--- config.mk ---
export PLATFORM = sky130hd
export DESIGN_NAME = base_ram_sched
export DESIGN_NICKNAME = d
export VERILOG_FILES = /design/src/rtl/base_ram_sched.sv
export SDC_FILE = /design/constraint.sdc
export NUM_CORES = 1
export LEC_CHECK = 0
export ABC_AREA = 1
export BUFFER_PORTS_ARGS = -buffer_cell sky130_fd_sc_hd__buf_2
export CAP_MARGIN = 20
export CORE_MARGIN = 2
export CORE_UTILIZATION = 45
export DETAILED_ROUTE_END_ITERATION = 8
export PLACE_DENSITY = 0.74
export RECOVER_POWER = 50
export SYNTH_ARGS = -nofsm -noshare
export SYNTH_HDL_FRONTEND = slang
export SYNTH_SLANG_ARGS = --single-unit
--- constraint.sdc ---
create_clock -name clk -period 2.1 [get_ports clk]
set_clock_uncertainty 0.2 [all_clocks]
set_input_delay 0.105 -clock clk [delete_from_list [all_inputs] [get_ports clk]]
set_output_delay 0.105 -clock clk [all_outputs]
set_load 0.01 [all_outputs]
--- src/rtl/base_ram_sched.sv ---
`default_nettype none
// ============================================================================
// Module   : base_ram_sched
// Function : Shares the single BaseRAM SRAM port between IFU and LSU with a
//            fixed multi-cycle access and a one-cycle response pulse.
// Revision : 1.0 - initial release
// ============================================================================
module base_ram_sched #(
    parameter int WAIT_CYCLES  = 1,
    parameter int STARVE_LIMIT = 4
) (
    input  logic        clk,
    input  logic        rst_n,
    input  logic [31:0] ifu_addr_i,
    input  logic        ifu_req_i,
    output logic        ifu_resp_o,
    output logic [31:0] ifu_rdata_o,
    input  logic [31:0] lsu_addr_i,
    input  logic [31:0] lsu_wdata_i,
    input  logic [3:0]  lsu_be_n_i,
    input  logic        lsu_we_n_i,
    input  logic        lsu_req_i,
    output logic        lsu_resp_o,
    output logic [31:0] lsu_rdata_o,
    output logic [19:0] ram_addr_o,
    output logic [31:0] ram_wdata_o,
    input  logic [31:0] ram_rdata_i,
    output logic [3:0]  ram_be_n_o,
    output logic        ram_ce_n_o,
    output logic        ram_oe_n_o,
    output logic        ram_we_n_o,
    output logic        busy_o
);

    localparam int c_CNT_W = (WAIT_CYCLES > 1) ? $clog2(WAIT_CYCLES + 1) : 1;
    localparam int c_STV_W = $clog2(STARVE_LIMIT + 1);
    localparam logic [c_CNT_W-1:0] c_WAIT       = c_CNT_W'(WAIT_CYCLES);
    localparam logic [c_STV_W-1:0] c_STARVE_MAX = c_STV_W'(STARVE_LIMIT);

    typedef enum logic [1:0] {
        ST_IDLE   = 2'd0,
        ST_ACCESS = 2'd1,
        ST_DONE   = 2'd2
    } state_e;

    state_e             state_q,     state_d;
    logic [c_CNT_W-1:0] cnt_q,       cnt_d;
    logic [c_STV_W-1:0] starve_q,    starve_d;
    logic               sel_lsu_q,   sel_lsu_d;
    logic               write_q,     write_d;
    logic [19:0]        ram_addr_q,  ram_addr_d;
    logic [31:0]        ram_wdata_q, ram_wdata_d;
    logic [3:0]         ram_be_n_q,  ram_be_n_d;
    logic               ram_ce_n_q,  ram_ce_n_d;
    logic               ram_oe_n_q,  ram_oe_n_d;
    logic               ram_we_n_q,  ram_we_n_d;
    logic               ifu_resp_q,  ifu_resp_d;
    logic               lsu_resp_q,  lsu_resp_d;
    logic [31:0]        ifu_rdata_q, ifu_rdata_d;
    logic [31:0]        lsu_rdata_q, lsu_rdata_d;

    logic w_grant_lsu;
    logic w_unused;

    // Address bits outside [21:2] are decoded upstream.
    assign w_unused = ^{ifu_addr_i[31:22], ifu_addr_i[1:0], lsu_addr_i[31:22], lsu_addr_i[1:0]};

    // LSU wins ties unless the IFU has already waited through STARVE_LIMIT LSU grants.
    assign w_grant_lsu = lsu_req_i && !(ifu_req_i && (starve_q == c_STARVE_MAX));

    always_ff @(posedge clk or negedge rst_n) begin
        if (!rst_n) begin
            state_q     <= ST_IDLE;
            cnt_q       <= '0;
            starve_q    <= '0;
            sel_lsu_q   <= 1'b0;
            write_q     <= 1'b0;
            ram_addr_q  <= '0;
            ram_wdata_q <= '0;
            ram_be_n_q  <= 4'hF;
            ram_ce_n_q  <= 1'b1;
            ram_oe_n_q  <= 1'b1;
            ram_we_n_q  <= 1'b1;
            ifu_resp_q  <= 1'b0;
            lsu_resp_q  <= 1'b0;
            ifu_rdata_q <= '0;
            lsu_rdata_q <= '0;
        end else begin
            state_q     <= state_d;
            cnt_q       <= cnt_d;
            starve_q    <= starve_d;
            sel_lsu_q   <= sel_lsu_d;
            write_q     <= write_d;
            ram_addr_q  <= ram_addr_d;
            ram_wdata_q <= ram_wdata_d;
            ram_be_n_q  <= ram_be_n_d;
            ram_ce_n_q  <= ram_ce_n_d;
            ram_oe_n_q  <= ram_oe_n_d;
            ram_we_n_q  <= ram_we_n_d;
            ifu_resp_q  <= ifu_resp_d;
            lsu_resp_q  <= lsu_resp_d;
            ifu_rdata_q <= ifu_rdata_d;
            lsu_rdata_q <= lsu_rdata_d;
        end
    end

    always_comb begin
        state_d     = state_q;
        cnt_d       = cnt_q;
        starve_d    = starve_q;
        sel_lsu_d   = sel_lsu_q;
        write_d     = write_q;
        ram_addr_d  = ram_addr_q;
        ram_wdata_d = ram_wdata_q;
        ram_be_n_d  = ram_be_n_q;
        ram_ce_n_d  = ram_ce_n_q;
        ram_oe_n_d  = ram_oe_n_q;
        ram_we_n_d  = ram_we_n_q;
        ifu_resp_d  = 1'b0;
        lsu_resp_d  = 1'b0;
        ifu_rdata_d = ifu_rdata_q;
        lsu_rdata_d = lsu_rdata_q;

        case (state_q)
            ST_IDLE: begin
                if (ifu_req_i || lsu_req_i) begin
                    state_d    = ST_ACCESS;
                    cnt_d      = '0;
                    ram_ce_n_d = 1'b0;
                    sel_lsu_d  = w_grant_lsu;
                    if (w_grant_lsu) begin
                        ram_addr_d  = lsu_addr_i[21:2];
                        ram_wdata_d = lsu_wdata_i;
                        ram_be_n_d  = lsu_be_n_i;
                        write_d     = ~lsu_we_n_i;
                        ram_oe_n_d  = ~lsu_we_n_i;
                        ram_we_n_d  = lsu_we_n_i;
                        if (!ifu_req_i) begin
                            starve_d = '0;
                        end else if (starve_q != c_STARVE_MAX) begin
                            starve_d = starve_q + c_STV_W'(1);
                        end
                    end else begin
                        ram_addr_d = ifu_addr_i[21:2];
                        ram_be_n_d = 4'b0000;
                        write_d    = 1'b0;
                        ram_oe_n_d = 1'b0;
                        ram_we_n_d = 1'b1;
                        starve_d   = '0;
                    end
                end
            end

            ST_ACCESS: begin
                if (cnt_q == c_WAIT) begin
                    state_d    = ST_DONE;
                    ram_ce_n_d = 1'b1;
                    ram_oe_n_d = 1'b1;
                    ram_we_n_d = 1'b1;
                    ram_be_n_d = 4'hF;
                    if (sel_lsu_q) begin
                        lsu_rdata_d = ram_rdata_i;
                        lsu_resp_d  = 1'b1;
                    end else begin
                        ifu_rdata_d = ram_rdata_i;
                        ifu_resp_d  = 1'b1;
                    end
                end else begin
                    cnt_d = cnt_q + c_CNT_W'(1);
                    // Release write enable for the final cycle so data/address hold past WE rise.
                    if (write_q && ((cnt_q + c_CNT_W'(1)) == c_WAIT)) begin
                        ram_we_n_d = 1'b1;
                    end
                end
            end

            ST_DONE: begin
                state_d = ST_IDLE;
            end

            default: begin
                state_d = ST_IDLE;
            end
        endcase
    end

    assign ifu_resp_o  = ifu_resp_q;
    assign ifu_rdata_o = ifu_rdata_q;
    assign lsu_resp_o  = lsu_resp_q;
    assign lsu_rdata_o = lsu_rdata_q;
    assign ram_addr_o  = ram_addr_q;
    assign ram_wdata_o = ram_wdata_q;
    assign ram_be_n_o  = ram_be_n_q;
    assign ram_ce_n_o  = ram_ce_n_q;
    assign ram_oe_n_o  = ram_oe_n_q;
    assign ram_we_n_o  = ram_we_n_q;
    assign busy_o      = (state_q != ST_IDLE);

endmodule
`default_nettype wire

==> results_dict.tcl, run 1 <==
set metrics [dict create \
    p_sw_frac 0.373 \
    max_freq_mhz 511 \
    cts_tree "built" \
    htree_levels 4 \
    dp_cells 1020 \
    rsz0062_at_grt "false" \
    cp.required_ns 2.24 \
    synth-edff-count 0 \
    p_sw_mw 4.41 \
    wl_mm 16.8 \
    top_usage_layer "met2" \
    cts_buffers 17 \
    intPower_mw 7.43 \
    drive_gt1_frac 0.231 \
    syn_inst 634 \
    wl_per_cell_um 14.4 \
    dp_hpwl_mm 9.48 \
    grt_max_degree 66 \
    fp.dieW_um 115 \
    boundaryPins 263 \
    synthArstFlopShare 1.00 \
    ys_ff_latch 133 \
    worstMarginPinSlew_ns 1.41 \
    diodes 0 \
    finalNonFillerCells 1161 \
    drt_iter0_drc 475 \
    cts_root_buf "clkbuf_16" \
    outcome "complete, no violations" \
    cp-start-kind "flip-flop" \
    grt_overflow 0 \
    clock_power_share 0.244 \
    tns_ns 0 \
    p_seq_frac 0.385 \
    p_leak_nw 4.64 \
    cts_sinks 133 \
    final_cell_mix "nand2_1, buf_2, dfrtp_1" \
    ant_nets 0 \
    relSlewSlack 0.0632 \
    min_path_type "primary input to flip-flop" \
    clock_latency_ns 0.41 \
    cp.arrival_ns 2.10 \
    synthesis.area_um2 5590 \
    drc 0 \
    yosys_warnings 0 \
    die_y_um 115 \
    clockBufferDepth 2 \
    vias_per_cell 4.74 \
    ys.flop_type "dfrtp_1" \
    final_common_cell "nand2_1" \
    initial_utilization 0.463 \
    port_buffers 238 \
    slew_violations 0 \
    rows 40 \
    pwr-share-comb 0.371 \
    maxCapViolations 0 \
    vias 5506 \
    power_density_nw_per_um2 1400 \
    fin_hold_ws_ns 0.229 \
    track_usage 0.259 \
    met2_usage 0.434 \
    worstPathMaxFanout 33 \
    finalNetCount 1122 \
    endpoint_kind "flip-flop" \
    nFillCells 875 \
    grt_pass1_vias 5568 \
    synth.distinct_cells 25 \
    core_area_um2 12100 \
    antenna_found_initial 0 \
    dieArea_um2 13300 \
    hold_viol_final 0 \
    gp_congestion 0.770 \
    post_cts_buffers 0 \
    grt_use_met3 0.0701 \
    setup_viol 0 \
    crit_type "flip-flop to flip-flop" \
    grt_use_met1 0.299 \
    ir_drop_uv 654 \
    syn-num-nets 773 \
    period_needed_ns 1.96 \
    yosysSeqAreaShare 0.597 \
    syn_area_per_cell_um2 8.82 \
    clk_transition_reported_paths_ns 0.05 \
    min_period_over_period 0.932 \
    grt_pass1_wl_mm 26.6 \
    area_delta_synth_final_pct 51.6 \
    first_pass_iters 5 \
]
## logic make-up after synthesis
kind of cell | count (synthesis) | synth area share
simple gates | 306 | 0.225
flops | 133 | 0.597
buf+inv | 121 | 0.108
compound gates | 71 | 0.0636
fa+ha+maj | 2 | 0.00448
xor+xnor | 1 | 0.00157
## path summary, 6_finish.rpt
kind	start	cells after the start	endpoint	slack, ns
max in group asynchronous	rst_n	3	ram_be_n_o[2]$_DFFE_PN1P_	0.27
min in group asynchronous	rst_n	2	ifu_rdata_o[5]$_DFFE_PN0P_	0.38
worst max-delay path	starve_q[0]$_DFFE_PN0P_	8	ram_wdata_o[11]$_DFFE_PN0P_	0.14
worst min register to register	ram_ce_n_o$_DFFE_PN1P_	2	ram_ce_n_o$_DFFE_PN1P_	0.26
worst min-delay path	lsu_wdata_i[30]	4	ram_wdata_o[30]$_DFFE_PN0P_	0.23
worst max register to register	starve_q[0]$_DFFE_PN0P_	8	ram_wdata_o[11]$_DFFE_PN0P_	0.14
## sequential cells by signal, indices dropped and copies added, names as in the netlist, 2 cells and up
signal / count
ram_addr_o: 20
ifu_rdata_o: 32
ram_be_n_o: 4
lsu_rdata_o: 32
starve_q: 3
ram_wdata_o: 32
state_q: 2
## layout make-up
type                            count  area [µm²]  area share
Clock buffer                       24         472      0.0557
Timing Repair Buffer              362        2370       0.280
Inverter                           89         338      0.0399
Sequential cell                   133        3340       0.394
Clock inverter                      5         100      0.0118
Multi-Input combinational cell    380        1650       0.194
Tap cell                          168         210      0.0248
## synth_stat cells (all sizes together) (2+ instances only)
| cell type | count | area share |
|---|---|---|
| buf | 26 | 0.043 |
| clkbuf | 6 | 0.0040 |
| clkinv | 2 | 0.0016 |
| dfrtp | 126 | 0.56 |
| dfstp | 7 | 0.033 |
| ha | 2 | 0.0045 |
| inv | 87 | 0.059 |
| nand2 | 248 | 0.17 |
| nand3 | 47 | 0.044 |
| nand3b | 4 | 0.0054 |
| nor2 | 6 | 0.0058 |
| o21ai | 70 | 0.063 |
## power groups by stage
stage	registers, mW	logic (mW)	clock network (mW)
floorplan	5.07	2.02	0
global placement	4.51	4.20	0
detailed placement	4.51	4.31	0
CTS	4.50	4.48	2.95
global route	4.70	4.93	3.06
finish	4.56	4.39	2.89
## stage by stage
step	worst slack [ns]	utilization	total power, mW	instance area [µm²]
2_1_floorplan	0.551	-	7.08	5590
5_1_grt	0.0309	0.702	12.7	8470
3_3_place_gp	0.259	0.570	8.70	6870
3_5_place_dp	0.206	0.570	8.82	6870
6_report	0.142	0.702	11.8	8470
4_1_cts	0.209	0.710	11.9	8570
## repair_timing
action,in CTS,in global routing
hold buffers,112,0
gates resized for setup,0,0
endpoints found under the hold margin,252,0
## worst max-delay path: stages (launching register included)
cell,delay (ns)
dfrtp_1,0.40
inv_1,0.07
ha_1,0.18
nand3_2,0.09
nand2_2,0.24
inv_1,0.13
nand2_4,0.30
nand2_1,0.15
nand2_1,0.11
## per-layer routing
layer	wire length, µm	share of wire
met1	6590	0.39
met2	8130	0.49
met3	1450	0.086
met4	588	0.035
met5	0	0
(Power assumes the default switching activity.)
==> run 2: changes to the inputs <==
--- a/config.mk
+++ b/config.mk
@@ -5,13 +5,12 @@
 export SDC_FILE = /design/constraint.sdc
 export NUM_CORES = 1
 export LEC_CHECK = 0
-export ABC_AREA = 1
+export ABC_AREA = 0
 export BUFFER_PORTS_ARGS = -buffer_cell sky130_fd_sc_hd__buf_2
 export CAP_MARGIN = 20
-export CORE_MARGIN = 2
 export CORE_UTILIZATION = 45
 export DETAILED_ROUTE_END_ITERATION = 8
-export PLACE_DENSITY = 0.74
+export PLACE_DENSITY = 0.75
 export RECOVER_POWER = 50
 export SYNTH_ARGS = -nofsm -noshare
 export SYNTH_HDL_FRONTEND = slang
==> run 2 against run 1 <==
Effect of this change: the flow now finishes with violations (DRC); via count down 12%; clock power decreased by 2%; first-iteration DRC count decreased by 30%; total power is 4.8% higher; combinational power up 13%; synthesized cell count fell by 39%; sequential cell count unchanged; utilization is 3.8 points higher; critical path type unchanged; critical endpoint is now ram_addr_o[5]$_DFFE_PN0P_; largest power group is now combinational cells.
==> results_dict.tcl, run 2 <==
set metrics [dict create \
    outcome "complete, but fails checks" \
    violations "DRC" \
    yosys.area_share.simple 0.0725 \
    synthAdderAreaFrac 0.00468 \
    cp.arrival_ns 2.13 \
    drt_iter0_drc 333 \
    netlist.area_leader.share 0.589 \
    multi_input_area_um2 1780 \
    wl_mm 16.0 \
    crit_type "flip-flop to flip-flop" \
    hold_viol_final 0 \
    wl_per_cell_um 17.6 \
    syn_inst 387 \
    startpoint "starve_q[0]$_DFFE_PN0P_" \
    reg2reg_from "starve_q[0]$_DFFE_PN0P_" \
    cts_tree "built" \
    core_area_um2 11500 \
    grt_max_degree 44 \
    synth_top_family_by_area "multiplexers" \
    ff2ff_setup_slack_ns 0.03 \
    area_delta_synth_final_pct 59.5 \
    syn_area_per_cell_um2 13.8 \
    max_freq_mhz 484 \
    port_buffers 238 \
    cp.required_ns 2.16 \
    setup_ws_ns 0.0323 \
    yosys_warnings 0 \
    first_pass_iters 7 \
    final_cell_mix "buf_2, dfrtp_1, dlygate4sd3_1" \
    synthArstFlopShare 1.00 \
    die_y_um 111 \
    worstPathMaxFanout 7 \
    rows 39 \
    grt_pass1_wl_mm 25.8 \
    yosysSeqAreaShare 0.624 \
    synthTopCellsByCount "dfrtp_1, mux2_2, mux2_1" \
    ys.flop_type "dfrtp_1" \
    synth-edff-count 0 \
    nFillCells 744 \
    min_path_type "primary input to asynchronous set/reset pin" \
    cts_buffers 17 \
    slew_violations 0 \
    place_area_um2 6800 \
    r2r-end "ram_addr_o[5]$_DFFE_PN0P_" \
    antenna_found_initial 1 \
    relSlewSlack 0.283 \
    rsz0062_at_grt "true" \
    ant_nets 0 \
    clk_transition_reported_paths_ns 0.06 \
    finalNetCount 894 \
    cts_sinks 133 \
    fin_hold_ws_ns 0.241 \
    grt_pass1_vias 5315 \
    drc 28 \
    cts_root_buf "clkbuf_16" \
    ir_drop_uv 865 \
    endpoint_kind "flip-flop" \
    fin_total_pwr_mw 12.4 \
    regArea_um2 3340 \
    drive_gt1_frac 0.396 \
    gp_congestion 0.810 \
    clock_latency_ns 0.41 \
    synth_xor_area_frac 0 \
    yosys.area.top_type "dfrtp_1" \
    worstMarginPinSlew_ns 1.08 \
    synth.distinct_cells 36 \
    dieArea_um2 12300 \
    p_leak_nw 3.95 \
    tns_ns 0 \
    setup_viol 0 \
    synth-compound-area-share 0.0512 \
    r2r_cells 7 \
    clockBufferDepth 2 \
    ys_top_cells_by_area "dfrtp_1, mux2_2, mux2_1" \
    post-place-ws_ns 0.309 \
    vias 4856 \
    period_needed_ns 2.07 \
    postLayoutCellArea_um2 8530 \
    track_usage 0.269 \
    synthesis.area_um2 5350 \
    grt_overflow 0 \
    final_common_cell "buf_2" \
    vias_per_cell 5.34 \
    synth.most_common_cell "dfrtp_1" \
    dp_hpwl_mm 8.90 \
    min_period_over_period 0.985 \
    critical_path.endpoint "ram_addr_o[5]$_DFFE_PN0P_" \
    fp.dieW_um 111 \
    power_density_nw_per_um2 1450 \
    maxCapViolations 0 \
    htree_levels 4 \
    boundaryPins 263 \
    synth_mux_area_frac 0.202 \
    syn-num-nets 526 \
    ys_ff_latch 133 \
    initial_utilization 0.465 \
    cp-start-kind "flip-flop" \
]
[run 2: per-layer routing]
| metal | up-vias | share of wire | GRT usage |
|---|---|---|---|
| li1 | 2132 | - | - |
| met5 | - | 0 | 0 |
| met4 | 0 | 0.053 | 0.190 |
| met3 | 82 | 0.062 | 0.0623 |
| met2 | 265 | 0.53 | 0.470 |
| met1 | 2377 | 0.36 | 0.287 |
[run 2: cells by family after synthesis]
logic type	count (synthesis)
muxes	96
and+or+nand+nor	65
buffers and inverters	55
adders and majority gates	2
DFF	133
AOI/OAI and AO/OA	36
[run 2: critical path, cell delays in order, from the launching register on]
cell,delay (ns)
dfrtp_1,0.39
inv_2,0.08
ha_2,0.19
nand3_4,0.11
buf_8,0.16
nand4_1,0.08
dlygate4sd3_1,0.57
o221ai_1,0.14
[run 2: worst min path at each step]
stage / start / endpoint / slack (ns) / cells past startpoint
CTS: rst_n / ram_addr_o[4]$_DFFE_PN0P_ / 0.06 / 2
global route: ram_rdata_i[8] / lsu_rdata_o[8]$_DFFE_PN0P_ / 0.25 / 3
detailed placement: rst_n / ram_addr_o[4]$_DFFE_PN0P_ / -0.04 / 1
finish: rst_n / ram_addr_o[8]$_DFFE_PN0P_ / 0.24 / 2
floorplan: rst_n / cnt_q$_DFFE_PN0P_ / -0.39 / 0
global placement: rst_n / ram_addr_o[6]$_DFFE_PN0P_ / -0.06 / 1
[run 2: timing repair]
item / in CTS / in global routing
hold endpoints to repair: 259 / 0
resized for setup: 0 / 8
hold buffers: 122 / 0
setup buffers: 0 / 3
setup endpoints to repair: 0 / 9
[run 2: final cells by class]
| type | instances | share of cell area |
|---|---|---|
| timing repair buffer | 377 | 0.302 |
| multi-input combinational | 199 | 0.209 |
| clock buffer | 24 | 0.0565 |
| inverter | 27 | 0.0119 |
| sequential | 133 | 0.391 |
| clock inverter | 5 | 0.00880 |
| tap | 143 | 0.0210 |
| antenna | 1 | 0.000293 |
[run 2: power breakdown]
part           internal [mW]  switching [mW]  leakage [nW]
logic                   2.37            2.60          2.10
clock network           1.81            1.00         0.276
registers               3.93           0.694          1.57
total                   8.11            4.30          3.95
[run 2: metrics by stage]
step / util / instances
global route: 0.741 / 909
global placement: 0.590 / 754
floorplan: - / 387
finish: 0.741 / 909
detailed placement: 0.590 / 754
CTS: 0.745 / 905
==> run 3: changes to the inputs <==
--- a/config.mk
+++ b/config.mk
@@ -8,7 +8,10 @@
 export ABC_AREA = 0
 export BUFFER_PORTS_ARGS = -buffer_cell sky130_fd_sc_hd__buf_2
 export CAP_MARGIN = 20
-export CORE_UTILIZATION = 45
+export CELL_PAD_IN_SITES_DETAIL_PLACEMENT = 0
+export CELL_PAD_IN_SITES_GLOBAL_PLACEMENT = 2
+export CORE_UTILIZATION = 28
+export CTS_CLUSTER_SIZE = 12
 export DETAILED_ROUTE_END_ITERATION = 8
 export PLACE_DENSITY = 0.75
 export RECOVER_POWER = 50
==> run 3 against run 2 <==
Effect of this change: the run now ends clean; utilization shrank 28 points; fmax increased by 3.8%; clock power rose by 18%; worst hold slack improved by 0.0037 ns; sequential share of layout area shrank 0.069 points; global-route usage is 11 points lower; via count shrank 6.8%; register-to-register slack better by 0.08 ns; first-iteration DRC count is 60% lower; critical path depth unchanged; wire length fell by 8.3%.
==> results_dict.tcl, run 3 (synthesis results as in run 2) <==
set metrics [dict create \
    outcome "complete, no violations" \
    setup_ws_ns 0.108 \
    p_sw_mw 4.32 \
    initial_utilization 0.286 \
    first_pass_iters 4 \
    p_sw_frac 0.345 \
    cp-start-kind "flip-flop" \
    die_y_um 140 \
    final_cell_mix "clkbuf_1, dfrtp_1, dlygate4sd3_1" \
    p_leak_nw 3.75 \
    setup_viol 0 \
    grt_pass1_wl_mm 24.3 \
    maxCapViolations 0 \
    clockBufferDepth 2 \
    finalNetCount 888 \
    dp_hpwl_mm 9.60 \
    worstMarginPinSlew_ns 0.474 \
    fp.dieW_um 140 \
    ant_nets 0 \
    max_freq_mhz 502 \
    p_seq_frac 0.368 \
    worstPathMaxFanout 7 \
    grt_overflow 0 \
    min_period_over_period 0.949 \
    clk_transition_reported_paths_ns 0.06 \
    rows 50 \
    core_area_um2 18700 \
    grt_pass1_vias 4916 \
    htree_levels 4 \
    fin_total_pwr_mw 12.5 \
    endpoint_kind "flip-flop" \
    gp_congestion 0.745 \
    slew_violations 0 \
    intPower_mw 8.19 \
    cts_sinks 133 \
    diodes 0 \
    min_path_type "primary input to flip-flop" \
    port_buffers 238 \
    relSlewSlack 0.684 \
    wl_per_cell_um 14.8 \
    wl_mm 14.7 \
    grt_max_degree 76 \
    tns_ns 0 \
    post-place-ws_ns 0.306 \
    period_needed_ns 1.99 \
    drc 0 \
    vias_per_cell 4.54 \
    track_usage 0.156 \
    hold_viol_final 0 \
    ir_drop_uv 635 \
    cts_tree "built" \
    cp.required_ns 2.16 \
    drive_gt1_frac 0.311 \
    crit_type "flip-flop to flip-flop" \
    cts_root_buf "clkbuf_16" \
    rsz0062_at_grt "false" \
    antenna_found_initial 0 \
    boundaryPins 263 \
    drt_iter0_drc 132 \
    final_common_cell "clkbuf_1" \
    power_density_nw_per_um2 1460 \
    clock_latency_ns 0.41 \
    cts_buffers 17 \
    pwr-share-comb 0.367 \
    post_cts_buffers 0 \
    vias 4524 \
    cp.arrival_ns 2.05 \
    clock_power_share 0.265 \
    area_delta_synth_final_pct 59.7 \
    dieArea_um2 19700 \
]
-- run 3: cell types whose count changed in the layout (fill, tap and decap cells not counted), moves of 3 or more --
cell / delta
bufinv_16: +3
clkbuf_2: -3
clkbuf_1: +63
buf_2: -65
buf_12: -3
inv_6: +4
-- run 3: layer usage --
metal | part of all wire | global-route usage
met1 | 0.42 | 0.181
met2 | 0.50 | 0.271
met3 | 0.063 | 0.0516
met4 | 0.014 | 0.0515
met5 | 0 | 0
-- run 3: final timing paths --
check                                            start                           to  slack (ns)  cells after the start
max in group asynchronous                        rst_n   ifu_rdata_o[2]$_DFFE_PN0P_        0.36                      4
min                                     ram_rdata_i[5]   lsu_rdata_o[5]$_DFFE_PN0P_        0.24                      3
max                            starve_q[0]$_DFFE_PN0P_   ram_addr_o[11]$_DFFE_PN0P_        0.11                      7
max reg2reg                    starve_q[0]$_DFFE_PN0P_   ram_addr_o[11]$_DFFE_PN0P_        0.11                      7
min in group asynchronous                        rst_n   ram_addr_o[17]$_DFFE_PN0P_        0.53                      3
min reg2reg                lsu_rdata_o[12]$_DFFE_PN0P_  lsu_rdata_o[12]$_DFFE_PN0P_        0.29                      1
-- run 3: per-stage QoR --
step,instance area [µm²],hold WS (ns),util,std cells
6_report,8550,0.245,0.457,996
5_1_grt,8550,0.244,0.457,996
4_1_cts,8720,0.226,0.466,996
3_5_place_dp,6870,-0.165,0.367,845
3_3_place_gp,6870,-0.171,0.367,845
2_1_floorplan,5350,-0.391,-,387
-- run 3: cell type report --
type	instances	area, µm²
sequential	133	3340
fill	1787	10200
clock buffer	18	439
inverter	27	101
multi-input combinational	199	1770
timing repair buffer	371	2380
clock inverter	14	223
tap	234	293
-- run 3: worst max-delay path, stage by stage (launching register included) --
cell and delay (ns):
dfrtp_1 0.39, inv_2 0.08, ha_1 0.15, nand3_2 0.11
buf_6 0.16, nand4_1 0.08, dlygate4sd3_1 0.56, o221ai_1 0.12
-- run 3: power groups by stage --
stage	clock network, mW	logic, mW	registers, mW
floorplan	0	2.18	5.17
finish	3.32	4.59	4.61
global route	3.54	5.05	4.80
detailed placement	0	4.83	4.60
global placement	0	4.71	4.53
CTS	3.41	5.02	4.57
-- run 3: timing repair --
action                                  4_1_cts  5_1_grt
hold endpoints to repair                    252        0
gates resized for setup                       0        2
endpoints found under the setup margin        0        6
hold buffers                                119        0
